===== src/rtl/vending_fsm.sv =====
// rtl/vending_fsm.sv - coin-accumulating vending-machine controller
//
// Purpose: accumulates coin credit in nickel units and dispenses a drink once
// the credit reaches PRICE. Any excess is returned as change in the same cycle.
// Ports:
//   clock   in   1  system clock, rising-edge active
//   reset   in   1  asynchronous active-low reset
//   coin    in   3  coin code sampled every rising edge (6/7 ignored)
//   vend    out  1  registered, dispense pulse (one cycle, state = TWENTYFIVE)
//   state   out  3  registered, current credit state encoding
//   change  out  3  registered, change returned this cycle in nickels
module vending_fsm #(
   parameter int PRICE = 5
) (
   input  logic       clock,
   input  logic       reset,
   input  logic [2:0] coin,
   output logic       vend,
   output logic [2:0] state,
   output logic [2:0] change
);

   typedef enum logic [2:0] {
      IDLE       = 3'd0,
      FIVE       = 3'd1,
      TEN        = 3'd2,
      FIFTEEN    = 3'd3,
      TWENTY     = 3'd4,
      TWENTYFIVE = 3'd5
   } state_t;

   state_t     state_q;
   logic [3:0] coin_val;
   logic [3:0] base;
   logic [3:0] total;
   logic       illegal;

   assign state = state_q;

   // Codes 6 and 7 decode to zero credit.
   always_comb begin
      coin_val = 4'd0;
      case (coin)
         3'd1, 3'd2, 3'd3, 3'd4, 3'd5: coin_val = {1'b0, coin};
         default:                      coin_val = 4'd0;
      endcase
   end

   // The vend state carries no credit forward, so it contributes like IDLE.
   always_comb begin
      base    = 4'd0;
      illegal = 1'b0;
      case (state_q)
         IDLE, TWENTYFIVE:           base = 4'd0;
         FIVE, TEN, FIFTEEN, TWENTY: base = {1'b0, state_q};
         default:                    illegal = 1'b1;
      endcase
      total = base + coin_val;
   end

   always_ff @(posedge clock or negedge reset) begin
      if (!reset) begin
         state_q <= IDLE;
         vend    <= 1'b0;
         change  <= 3'd0;
      end else if (illegal) begin
         // Corrupted encodings drop any credit and restart cleanly.
         state_q <= IDLE;
         vend    <= 1'b0;
         change  <= 3'd0;
      end else if (total >= 4'(PRICE)) begin
         state_q <= TWENTYFIVE;
         vend    <= 1'b1;
         change  <= 3'(total - 4'(PRICE));
      end else begin
         state_q <= state_t'(total[2:0]);
         vend    <= 1'b0;
         change  <= 3'd0;
      end
   end

endmodule


===== config.mk =====
export PLATFORM = sky130hd
export DESIGN_NAME = vending_fsm
export DESIGN_NICKNAME = d
export VERILOG_FILES = /design/src/rtl/vending_fsm.sv
export SDC_FILE = /design/constraint.sdc
export NUM_CORES = 1
export LEC_CHECK = 0
export CAP_MARGIN = 20
export CORE_AREA = 3 3 40 42
export DETAILED_ROUTE_END_ITERATION = 10
export DIE_AREA = 0 0 43 45
export DONT_BUFFER_PORTS = 1
export SYNTH_ARGS = -nofsm -noshare
export SYNTH_HDL_FRONTEND = slang
export SYNTH_SLANG_ARGS = --single-unit

===== constraint.sdc =====
create_clock -name clock -period 2.37 [get_ports clock]
set_input_delay 0.3555 -clock clock [delete_from_list [all_inputs] [get_ports clock]]
set_output_delay 0.3555 -clock clock [all_outputs]
set_load 0.02 [all_outputs]

==> results.sh <==
export IMPL_worstPathRequired_ns=2.49
export IMPL_regArea_um2=175
export IMPL_cpPeakStageDelay_ns=0.59
export IMPL_start_util=0.328
export IMPL_ir_worst_vdd_v=0.000428
export IMPL_cts_tree="built"
export IMPL_clk_pin_slew_ns=0.05
export IMPL_avgSynthCellArea_um2=11.1
export IMPL_path_class="reg -> reg"
export IMPL_worstPathArrival_ns=2.37
export IMPL_drc_errors=0
export IMPL_routed_wl_um=832
export IMPL_worst_slew_pin_slew_ns=0.357
export IMPL_dr_pass1_iters=3
export IMPL_post_dp_hpwl_um=656
export IMPL_grt_first_pass_wirelength_mm=1.36
export IMPL_slew_viol_final=0
export IMPL_reg2reg_to="state[0]"
export IMPL_syn_area_um2=422
export IMPL_post_synth_top_area_fraction=0.415
export IMPL_worstSetupStartpoint="state[2]"
export IMPL_fillCellCount=131
export IMPL_yosys_register_bits=7
export IMPL_power_density_mw_per_mm2=1470
export IMPL_synth_compound_area_frac=0.101
export IMPL_hold_viol=0
export IMPL_row_count=13
export IMPL_fp_coreArea_mm2=0.00128
export IMPL_synth_top_area_cell="dfrtp_1"
export IMPL_synth_cell_types=18
export IMPL_hold_class="in -> async"
export IMPL_io_buffer_count=0
export IMPL_synth_xor_xnor_area_share=0.0415
export IMPL_cts_sink_count=7
export IMPL_r2r_start="state[2]"
export IMPL_dr_wl_met3_um=22
export IMPL_n_antenna_cell=0
export IMPL_vias_per_cell=4.79
export IMPL_dr_wl_met2_um=502
export IMPL_grt_overflow_total=0
export IMPL_track_usage=0.0950
export IMPL_fmax_mhz=444
export IMPL_clockBufferDepth=2
export IMPL_first_iter_violations=1
export IMPL_antenna_found_initial=0
export IMPL_finalCriticalPeriod_ns=2.25
export IMPL_design_area_um2=513
export IMPL_cpMaxStageDelayCell="fa_2"
export IMPL_period_share=0.950
export IMPL_vias=292
export IMPL_root_buffer="clkbuf_4"
export IMPL_reg2reg_slack_ns=0.12
export IMPL_setup_viol=0
export IMPL_cpMostUsedCell="ha_2"
export IMPL_drive_above_1_share=0.283
export IMPL_synth_simple_area_share=0.202
export IMPL_synth_nets=49
export IMPL_area_growth_pct=21.7
export IMPL_fp_dieW_um=43
export IMPL_clock_latency_ns=0.25
export IMPL_outcome="completed"
export IMPL_synth_top_family_by_area="simple AND/OR/NAND/NOR gates"
export IMPL_wl_per_cell_um=13.6
export IMPL_dpl_instance_area_um2=467
export IMPL_power_w=0.000752
export IMPL_worstSetupEndpointType="flop"
export IMPL_topRoutingLayerUsed="met4"
export IMPL_drt_met1_wl_um=285
export IMPL_die_area_mm2=0.00194
export IMPL_reg2reg_depth=9
export IMPL_synth_mux_area_fraction=0
export IMPL_synthAdderAreaFrac=0.196
export IMPL_cap_violations=0
export IMPL_yosysSeqAreaShare=0.415
export IMPL_cp_max_fo=5
export IMPL_dpl_cell_count=56
export IMPL_grt_max_degree=8
export IMPL_cts_buffers=3
export IMPL_nets=58
export IMPL_multi_input_area_um2=238
export IMPL_fin_cells=61
export IMPL_slew_headroom=0.760
export IMPL_finalClockSkew_ns=0.00383
export IMPL_setup_tns_final_ns=0
export IMPL_die_h_um=45
export IMPL_place_congestion=0.682
export IMPL_finalCoreUtilization=0.399
export IMPL_p_leak_nw=0.242
export IMPL_postSynthCellCount=38
export IMPL_ant_nets=0
export IMPL_cp_start_kind="flop"
export IMPL_grt_pass1_vias=324
export IMPL_htree_levels=1
export IMPL_ys_warn_count=0
export IMPL_pin_count=12
export IMPL_synth_area_leaders="dfrtp_1 42%, ha_1 15%, nor3b_1 5.3%"
export IMPL_crit_chain="nor2b_2 -> ha_2 -> inv_1 -> fa_2 -> ha_2 -> nand2b_1 -> a221oi_2 -> buf_4 -> a21oi_1"
[layer usage]
layer  global-route usage  up-vias
met5                    0        -
met4               0.0542        0
met3               0.0159        4
met2                0.183        6
met1               0.0968      139
li1                     -      143
[kinds of logic after synthesis]
family	count (synthesis)
AO/OA/AOI/OAI	5
XOR/XNOR	2
adder cells (fa/ha/maj)	6
buffers and inverters	5
flip-flops	7
AND/OR/NAND/NOR	13
[area by class of cell]
cell class,instances,share of cell area
clock buffer,4,0.0512
sequential,7,0.341
multi-input combinational,26,0.463
inverter,4,0.0293
timing repair buffer,5,0.0780
tap,15,0.0366
[sequential cells by signal, summed over array words and instances (netlist names)]
name	flops
change	3
state	3
vend	1
[cells in the final DEF, fill, tap and decap left out]
master and instances:
dfrtp_1 7, nor2_1 2, inv_1 4, a21oi_1 1
buf_4 4, dlygate4sd3_1 1, nor3_1 1, a21boi_0 1
nor3b_1 3, nand2b_1 2, a21o_1 1, nor3b_2 1
a221oi_2 1, ha_2 2, nor2b_1 2, ha_1 3
nor2b_2 1, xnor2_1 2, clkbuf_4 3, clkbuf_1 1
fa_2 1, a211oi_1 1, and2_1 1
[what timing repair did]
item,CTS,global route
hold buffers,1,0
endpoints found under the setup margin,0,5
setup buffers,0,0
resized for setup,0,4
endpoints found under the hold margin,7,0
[worst max path at each step]
stage          cells past startpoint        to  slack [ns]
3_3_place_gp                       9  state[0]         0.1
5_1_grt                            9  state[0]      -0.006
6_report                           9  state[0]        0.12
2_1_floorplan                      8  state[1]        0.07
4_1_cts                            9  state[0]        0.07
3_5_place_dp                       9  state[0]        0.10
[power by group]
part	switching [W]	internal, W
sequential	0.0000497	0.000169
clock	0.0000423	0.0000641
combinational	0.000219	0.000208
[Yosys cell counts (all sizes together)]
cell type	instances
nor3	1
xnor2	2
inv	4
nor2b	3
ha	5
a221oi	1
and2	1
a21boi	1
clkbuf	1
a21o	1
fa	1
a211oi	1
a21oi	1
nor2	2
dfrtp	7
nand2b	2
nor3b	4
[metrics by stage]
step	hold slack [ns]	setup slack, ns
after floorplan	0.0599	0.0670
after global placement	0.0601	0.0981
after detailed placement	0.0600	0.101
after CTS	0.445	0.0680
after global routing	0.477	-0.00638
final	0.444	0.118
[worst max-delay path, delay by kind of cell (launching register included)]
family / cells / cell delay, ns
AOI/OAI and AO/OA: 2 / 0.31
adders and majority gates: 3 / 0.98
buffers and inverters: 2 / 0.24
DFF: 1 / 0.39
and+or+nand+nor: 2 / 0.21
No activity file was read; power rests on OpenSTA's default activity.
